File: src/rtl/bootrom_responder_if.sv
// Boot ROM responder bus: loader-side byte read handshake plus backing word port.
// The responder attaches through the slave modport; the loader/backing side uses master.
interface bootrom_responder_if #(
   parameter int unsigned BACK_AW = 10
) ();
   logic [31:0]        rom_addr;
   logic               rom_read_en;
   logic [7:0]         rom_data_out;
   logic               rom_ready;
   logic [BACK_AW-1:0] back_addr;
   logic               back_rd;
   logic [31:0]        back_data;
   logic               back_valid;
   logic               inval;
   logic               range_err;

   modport slave (
      input  rom_addr, rom_read_en, back_data, back_valid, inval,
      output rom_data_out, rom_ready, back_addr, back_rd, range_err
   );

   modport master (
      output rom_addr, rom_read_en, back_data, back_valid, inval,
      input  rom_data_out, rom_ready, back_addr, back_rd, range_err
   );
endinterface

File: src/rtl/bootrom_responder.sv
// Byte-wide boot ROM read responder with a one-word buffer in front of a
// variable-latency 32-bit backing ROM; flags reads beyond ROM_BYTES.
module bootrom_responder #(
   parameter int unsigned ROM_BYTES = 4096,
   parameter int unsigned BACK_AW   = 10
) (
   input  logic              clk,
   input  logic              rst,
   bootrom_responder_if.slave bus
);
   localparam int unsigned TAG_W     = 30;
   localparam logic [31:0] ROM_LIMIT = 32'(ROM_BYTES);

   typedef enum logic [2:0] {
      S_IDLE,
      S_LOOKUP,
      S_FETCH,
      S_WAIT,
      S_RESPOND,
      S_GAP
   } state_t;

   state_t             state_q,     state_d;
   logic [31:0]        req_addr_q,  req_addr_d;
   logic               buf_valid_q, buf_valid_d;
   logic [TAG_W-1:0]   buf_tag_q,   buf_tag_d;
   logic [31:0]        buf_data_q,  buf_data_d;
   logic [7:0]         data_q,      data_d;
   logic               ready_q,     ready_d;
   logic               back_rd_q,   back_rd_d;
   logic [BACK_AW-1:0] back_addr_q, back_addr_d;
   logic               range_err_q, range_err_d;

   logic               out_of_range_c;
   logic               buf_hit_c;

   // Little-endian byte lane pick from a 32-bit word.
   function automatic logic [7:0] lane_sel(input logic [31:0] word, input logic [1:0] lane);
      logic [7:0] b;
      case (lane)
         2'd0:    b = word[7:0];
         2'd1:    b = word[15:8];
         2'd2:    b = word[23:16];
         default: b = word[31:24];
      endcase
      return b;
   endfunction

   // Full 32-bit compare: addresses never wrap into the ROM window.
   assign out_of_range_c = (req_addr_q >= ROM_LIMIT);
   assign buf_hit_c      = buf_valid_q && (buf_tag_q == req_addr_q[31:2]);

   always_comb begin
      state_d     = state_q;
      req_addr_d  = req_addr_q;
      buf_valid_d = buf_valid_q;
      buf_tag_d   = buf_tag_q;
      buf_data_d  = buf_data_q;
      data_d      = data_q;
      ready_d     = 1'b0;
      back_rd_d   = 1'b0;
      back_addr_d = back_addr_q;
      range_err_d = range_err_q;

      case (state_q)
         S_IDLE: begin
            if (bus.rom_read_en) begin
               req_addr_d = bus.rom_addr;
               state_d    = S_LOOKUP;
            end
         end
         S_LOOKUP: begin
            if (out_of_range_c) begin
               data_d      = 8'h00;
               range_err_d = 1'b1;
               ready_d     = 1'b1;
               state_d     = S_RESPOND;
            end else if (buf_hit_c) begin
               data_d  = lane_sel(buf_data_q, req_addr_q[1:0]);
               ready_d = 1'b1;
               state_d = S_RESPOND;
            end else begin
               back_rd_d   = 1'b1;
               back_addr_d = req_addr_q[BACK_AW+1:2];
               state_d     = S_FETCH;
            end
         end
         S_FETCH: begin
            state_d = S_WAIT;
         end
         S_WAIT: begin
            if (bus.back_valid) begin
               buf_valid_d = 1'b1;
               buf_tag_d   = req_addr_q[31:2];
               buf_data_d  = bus.back_data;
               data_d      = lane_sel(bus.back_data, req_addr_q[1:0]);
               ready_d     = 1'b1;
               state_d     = S_RESPOND;
            end
         end
         S_RESPOND: begin
            state_d = S_GAP;
         end
         S_GAP: begin
            state_d = S_IDLE;
         end
         default: begin
            state_d = S_IDLE;
         end
      endcase

      // Invalidate wins over a same-cycle fill; the in-flight byte is still returned.
      if (bus.inval) begin
         buf_valid_d = 1'b0;
      end
   end

   always_ff @(posedge clk) begin
      if (rst) begin
         state_q     <= S_IDLE;
         req_addr_q  <= 32'h0;
         buf_valid_q <= 1'b0;
         buf_tag_q   <= '0;
         buf_data_q  <= 32'h0;
         data_q      <= 8'h00;
         ready_q     <= 1'b0;
         back_rd_q   <= 1'b0;
         back_addr_q <= '0;
         range_err_q <= 1'b0;
      end else begin
         state_q     <= state_d;
         req_addr_q  <= req_addr_d;
         buf_valid_q <= buf_valid_d;
         buf_tag_q   <= buf_tag_d;
         buf_data_q  <= buf_data_d;
         data_q      <= data_d;
         ready_q     <= ready_d;
         back_rd_q   <= back_rd_d;
         back_addr_q <= back_addr_d;
         range_err_q <= range_err_d;
      end
   end

   assign bus.rom_data_out = data_q;
   assign bus.rom_ready    = ready_q;
   assign bus.back_rd      = back_rd_q;
   assign bus.back_addr    = back_addr_q;
   assign bus.range_err    = range_err_q;

endmodule

File: src/flat_wrapper.sv
// flat-port wrapper written by rule: the top's interface ports become plain ports
module bootrom_responder_flat 
#(
   parameter int unsigned ROM_BYTES = 4096,
   parameter int unsigned BACK_AW   = 10
)
  (clk, rst, bus_rom_addr, bus_rom_read_en, bus_back_data, bus_back_valid, bus_inval, bus_rom_data_out, bus_rom_ready, bus_back_addr, bus_back_rd, bus_range_err);
  bootrom_responder_if #(.BACK_AW(BACK_AW)) bus_i ();
  input  logic clk;
  input  logic rst;
  input wire logic [$bits(bus_i.rom_addr)-1:0] bus_rom_addr;
  input wire logic [$bits(bus_i.rom_read_en)-1:0] bus_rom_read_en;
  input wire logic [$bits(bus_i.back_data)-1:0] bus_back_data;
  input wire logic [$bits(bus_i.back_valid)-1:0] bus_back_valid;
  input wire logic [$bits(bus_i.inval)-1:0] bus_inval;
  output wire logic [$bits(bus_i.rom_data_out)-1:0] bus_rom_data_out;
  output wire logic [$bits(bus_i.rom_ready)-1:0] bus_rom_ready;
  output wire logic [$bits(bus_i.back_addr)-1:0] bus_back_addr;
  output wire logic [$bits(bus_i.back_rd)-1:0] bus_back_rd;
  output wire logic [$bits(bus_i.range_err)-1:0] bus_range_err;
  assign bus_i.rom_addr = bus_rom_addr;
  assign bus_i.rom_read_en = bus_rom_read_en;
  assign bus_i.back_data = bus_back_data;
  assign bus_i.back_valid = bus_back_valid;
  assign bus_i.inval = bus_inval;
  assign bus_rom_data_out = bus_i.rom_data_out;
  assign bus_rom_ready = bus_i.rom_ready;
  assign bus_back_addr = bus_i.back_addr;
  assign bus_back_rd = bus_i.back_rd;
  assign bus_range_err = bus_i.range_err;
  bootrom_responder #(.ROM_BYTES(ROM_BYTES), .BACK_AW(BACK_AW)) u_core (.clk(clk), .rst(rst), .bus(bus_i));
endmodule
File: config.mk
export PLATFORM = sky130hd
export DESIGN_NAME = bootrom_responder_flat
export DESIGN_NICKNAME = d
export VERILOG_FILES = /design/src/rtl/bootrom_responder_if.sv /design/src/rtl/bootrom_responder.sv /design/src/flat_wrapper.sv
export SDC_FILE = /design/constraint.sdc
export NUM_CORES = 1
export LEC_CHECK = 0
export CAP_MARGIN = 10
export CORE_MARGIN = 2
export CORE_UTILIZATION = 57
export CTS_CLUSTER_DIAMETER = 80
export DETAILED_ROUTE_END_ITERATION = 10
export DONT_BUFFER_PORTS = 1
export PLACE_DENSITY = 0.83
export SETUP_SLACK_MARGIN = 0.4
export SLEW_MARGIN = 20
export SYNTH_ARGS = -nofsm -noshare
export SYNTH_HDL_FRONTEND = slang
export SYNTH_SLANG_ARGS = --single-unit
File: constraint.sdc
create_clock -name clk -period 1.9 [get_ports clk]
set_clock_uncertainty 0.05 [all_clocks]
set_input_delay 0.38 -clock clk [delete_from_list [all_inputs] [get_ports clk]]
set_output_delay 0.38 -clock clk [all_outputs]
set_load 0.02 [all_outputs]
Word level (Yosys, flattened, before mapping)
Cells that the tools add are included.
{ "word_totals": {"regBits": 119, "in_bits": 69, "elab_cells": 52} }
{ "classes": {"n_lt_le_gt_ge": 1, "n_eq_ne": 10, "muxes": 16, "n_bitwise": 3, "reduce_logical": 12} }
{ "ops": {"columns": ["cell", "n"], "rows": [
  ["$pmux 8 s3", 2],
  ["$ge 32x13->1 const B", 1],
  ["$eq 30x30->1", 1],
  ["$mux 8", 3],
  ["$pmux 8 s2", 1],
  ["$pmux 3 s5", 1],
  ["$mux 3", 4],
  ["$reduce_and 2->1", 4],
  ["$eq 3x2->1 const B", 2],
  ["$reduce_and 3->1", 2],
  ["$mux 1", 4],
  ["$ne 2x2->1 const B", 2],
  ["$eq 3x1->1 const B", 1],
  ["$eq 3x3->1 const B", 1],
  ["$logic_not 3->1", 1],
  ["$ne 3x1->1 const B", 1],
  ["$not 1->1", 3],
  ["$reduce_or 3->1", 1],
  ["$eq 2x1->1 const B", 1],
  ["$eq 2x2->1 const B", 1],
  ["$logic_not 2->1", 1],
  ["$pmux 1 s2", 1],
  ["$reduce_bool 2->1", 1],
  ["$reduce_or 2->1", 1],
  ["$logic_and 1x1->1", 1]
]} }

Depth between registers and ports, before layout
{ "depth": {"depth_word": 5, "depth_mapped": 7, "mapped_depth_nobuf": 6} }

Worst setup path after synthesis
Ideal clock, no wire load.
{ "synth_path": {"path_type": "flip-flop to flip-flop", "from": "register u_core.req_addr_q[19]", "to": "register u_core.data_q[0], in the netlist u_core.bus.rom_data_out[0]", "setup_time_ns": 0.123, "t_arrival_ns": 1.884, "required_time_ns": 1.727, "path_slack_ns": -0.157, "path_stages_with_launch": 8, "path_buffers": 1, "synth_period_minus_slack_ns": 2.057, "path_cell_list": "dfxtp_1 -> or4_1 -> nor2_1 -> nand3_1 -> a31oi_4 -> nand3b_1 -> buf_6 -> mux2_1"} }
{ "synth_between": {"elab_chain_cells": 4, "word_cells_on_any_way": 7, "cone_classes": "order compare (1); eq/ne (2); mux (2); reduce/logical (2)"} }
{ "synth_lines": {"columns": ["item", "line_no", "source"], "rows": [
  ["start, declared", "bootrom_responder.sv:24", "logic [31:0] req_addr_q, req_addr_d;"],
  ["start signal, assigned", "bootrom_responder.sv:132", "req_addr_q <= req_addr_d;"],
  ["branches (longest 4 deep; another with $ge 32x13->1)", null, null],
  ["end signal, assigned", "bootrom_responder.sv:136", "data_q <= data_d;"],
  ["end, declared", "bootrom_responder.sv:28", "logic [7:0] data_q, data_d;"]
]} }
Parallel ways; which one is timed is not known.
A chain may end at the register's enable or synchronous reset.

Final worst setup path
Same ends and word-level chain as after synthesis.

==> results.md <==
* Dominant cell type by area after synthesis: dfxtp_1
* RSZ-0062 raised after global routing: yes
* Yosys warns at 0
* CP required at approximately 2.3 ns
* PwrDens at 947 nW/um^2
* Element type at the critical path end: register
* FF+latch count, synth at 119
* Hold path startpoint: rst
* Arrival time at the worst endpoint at 2.56 ns
* R2R depth at 7
* Delay-heaviest family, CP: simple AND/OR/NAND/NOR gates
* Final Hold Fails at 111
* Max Freq at 453 MHz
* Total clock buffers created by CTS at 17
* Initial antenna violation count at 0
* TritonCTS clock tree: yes
* Area of the multi-input gates at 2830 sq um
* Setup crit start kind: register
* GRT Overall Usage at 0.284
* DRC at 0
* Clock transition at path regs at 0.06 ns
* Die area at 9660 sq um
* Status: complete, but fails checks
* ANT cells at 0
* Post-synthesis sequential area ratio at 0.470
* Top post-synthesis cells by area: dfxtp_1 (47%), nand2_1 (15%), a21oi_1 (10%)
* I/O pins at 90
* DR pass1 iterations at 7
* Share of layout cells above drive strength 1 at 0.282
* R2r startpoint: u_core.req_addr_q[19]$_SDFFE_PP0P_
* Overall routed net length at 17500 um
* Clock root buffer: clkbuf_8
* Worst ir drop on vdd at 0.743 mV
* Final core occ at 0.771
* Pin count of the biggest net entering global routing at ~130
* Post-Place Cells at between 700 and 800
* Post-Syn Area per Cell at 8.43 sq um
* Average wire per standard cell at approximately 23 um
* Most frequent cells in the layout: nand2_1 (190), dfxtp_1 (112), a21oi_1 (73)
* Failing checks: hold timing, setup timing
* Final worst-path setup slack at -0.307 ns
* Row cnt at 34
* Max Transition Viols Final at 0
* Max-cap violations at 0
* HP Class: input port to register
* Leak Pwr at 2.33 nW
* Final setup vio count at 22
* Nets at between 700 and 800
* Fill cell count at 490
* WP buf/inv at 1
* Syn_nets at 670
* Synthesized area at 5070 sq um
* Post-route ant nets at 0
* Die Y at 98.3 um
* Vias post-DR at approximately 4900
* Crit share post-route at 1.16
* Post-synth top area share at 0.470
* Cells along the critical path: or4_4 > nor2_4 > nand3_2 > a31oi_4 > nand3b_1 > buf_6 > mux2_4
* Hold Worst Slack at -0.125 ns
* H-tree depth at 4
* Register Area at approximately 2400 sq um
* Iter 0 DRT Violations at 530
* Relative slew margins at 0.765
* Clock latency on the worst-skew pair at roughly 0.52 ns
* Initial Util at 0.584
* Non-filler instance count after layout at 760
* Gpl congestion at around 0.81
* Core Footprint at ~8700 sq um
* CP Max Fanout at 5
* Post-synth EDFFs at 0
* Most common cell after layout, fill and taps aside: nand2_1
* Slew @ Worst Pin at around 0.35 ns
* Grt total ovfl at 0
* Placed Area at 5390 sq um
* Top FF cell, synth: dfxtp_1
* Largest stage delay, worst path at ~0.55 ns
* Synth Instances at 601
* R2R Setup Slk at -0.31 ns
* Port Buffer Count at 0
* Hold Path End: u_core.buf_data_q[30]$_SDFFE_PP0P_
* Area growth syn-to-layout at 32.1%
* Post-route cell area at between 6000 and 7000 sq um
* Dpl hpwl at between 7000 and 8000 um
* Cell variety after synth at 32
* Worst reg2reg path endpoint: u_core.bus.rom_data_out[0]$_SDFFE_PP0P_
* Vias in the first global route at 4474
* WHS Path Cells at 1
* First-pass GRT wire length at 21500 um
* Crit-path slowest cell: or4_4
* Chip Width at 98.3 um
* Clk buf depth at 2
* Clk sink count at 119
* Post-synth ARST share at 0
* Vias/cell at 6.42
* Setup CP Type: register to register
* Setup tns final at -4.89 ns
* Min Tclk post-route at 2.21 ns
* Hold_buf cts at 1
-- final cells by class --
| cell class | count | area share |
|---|---|---|
| clock buffer | 22 | 0.0677 |
| clock inverter | 9 | 0.0151 |
| inverter | 2 | 0.00112 |
| multi-input combinational | 439 | 0.422 |
| sequential | 119 | 0.357 |
| tap | 108 | 0.0202 |
| timing repair buffer | 61 | 0.116 |
-- logic make-up after synthesis --
| family | count (synthesis) | share of synthesized area |
|---|---|---|
| muxes | 34 | 0.109 |
| DFF | 119 | 0.470 |
| AOI/OAI and AO/OA | 110 | 0.114 |
| and+or+nand+nor | 266 | 0.223 |
| buffers and inverters | 44 | 0.0356 |
| xor gates and xnor gates | 28 | 0.0484 |
-- per-stage QoR --
step	setup slack, ns	total power, mW
2_1_floorplan	-0.139	3.02
3_3_place_gp	-0.157	3.15
3_5_place_dp	-0.193	3.16
6_report	-0.307	6.34
5_1_grt	-0.338	6.47
4_1_cts	-0.187	6.20
-- flip-flops by register name, indices dropped and copies added, names as in the netlist --
| register | flops |
|---|---|
| u_core.bus.back_rd | 1 |
| u_core.bus.back_addr | 10 |
| u_core.buf_valid_q | 1 |
| u_core.state_q | 3 |
| u_core.req_addr_q | 32 |
| u_core.buf_tag_q | 30 |
| u_core.buf_data_q | 32 |
| u_core.bus.rom_ready | 1 |
| u_core.bus.rom_data_out | 8 |
| u_core.bus.range_err | 1 |
-- report_power, final --
part	internal (mW)	leakage, nW	switching (mW)	total (mW)
Clock	1.92	0.274	1.15	3.07
Sequential	2.56	0.966	0.0735	2.63
Combinational	0.310	1.09	0.329	0.639
-- per-layer routing --
| metal | GRT usage | share of wire |
|---|---|---|
| met1 | 0.321 | 0.35 |
| met2 | 0.488 | 0.48 |
| met3 | 0.0787 | 0.11 |
| met4 | 0.146 | 0.058 |
| met5 | 0 | 0 |
-- cells in the mapped netlist, types with 3 or more instances --
library cell,number
a21oi_1,104
nand2_1,202
mux2_1,8
xnor2_1,27
nand2b_1,12
nand3_1,4
nor2_1,16
nand4_1,5
dfxtp_1,119
mux2i_1,10
nor2b_1,11
and3_1,3
nor4_1,4
clkbuf_1,37
mux4_2,16
-- worst reg2reg max path, cell delays in order, from the launching register on --
cell,delay [ns]
dfxtp_1,0.31
or4_4,0.55
nor2_4,0.16
nand3_2,0.10
a31oi_4,0.19
nand3b_1,0.25
buf_6,0.18
mux2_4,0.30
-- how the worst max path moves through the flow --
stage	startpoint	to	slack, ns	cells past startpoint
2_1_floorplan	u_core.req_addr_q[15]$_SDFFE_PP0P_	u_core.bus.rom_data_out[0]$_SDFFE_PP0P_	-0.14	7
4_1_cts	u_core.req_addr_q[20]$_SDFFE_PP0P_	u_core.bus.rom_data_out[0]$_SDFFE_PP0P_	-0.19	7
5_1_grt	u_core.buf_tag_q[9]$_SDFFE_PP0P_	u_core.bus.rom_data_out[2]$_SDFFE_PP0P_	-0.34	7
3_3_place_gp	u_core.req_addr_q[15]$_SDFFE_PP0P_	u_core.bus.rom_data_out[6]$_SDFFE_PP0P_	-0.16	7
6_report	u_core.req_addr_q[19]$_SDFFE_PP0P_	u_core.bus.rom_data_out[0]$_SDFFE_PP0P_	-0.31	7
3_5_place_dp	u_core.req_addr_q[15]$_SDFFE_PP0P_	u_core.bus.rom_data_out[0]$_SDFFE_PP0P_	-0.19	7
-- timing repair --
item,in CTS,in global routing
cloned,3,12
buffers inserted,4,3
gates resized for setup,33,60
pin swaps,10,63
endpoints found under the setup margin,39,115
endpoints found under the hold margin,111,111
(Power assumes the default switching activity.)
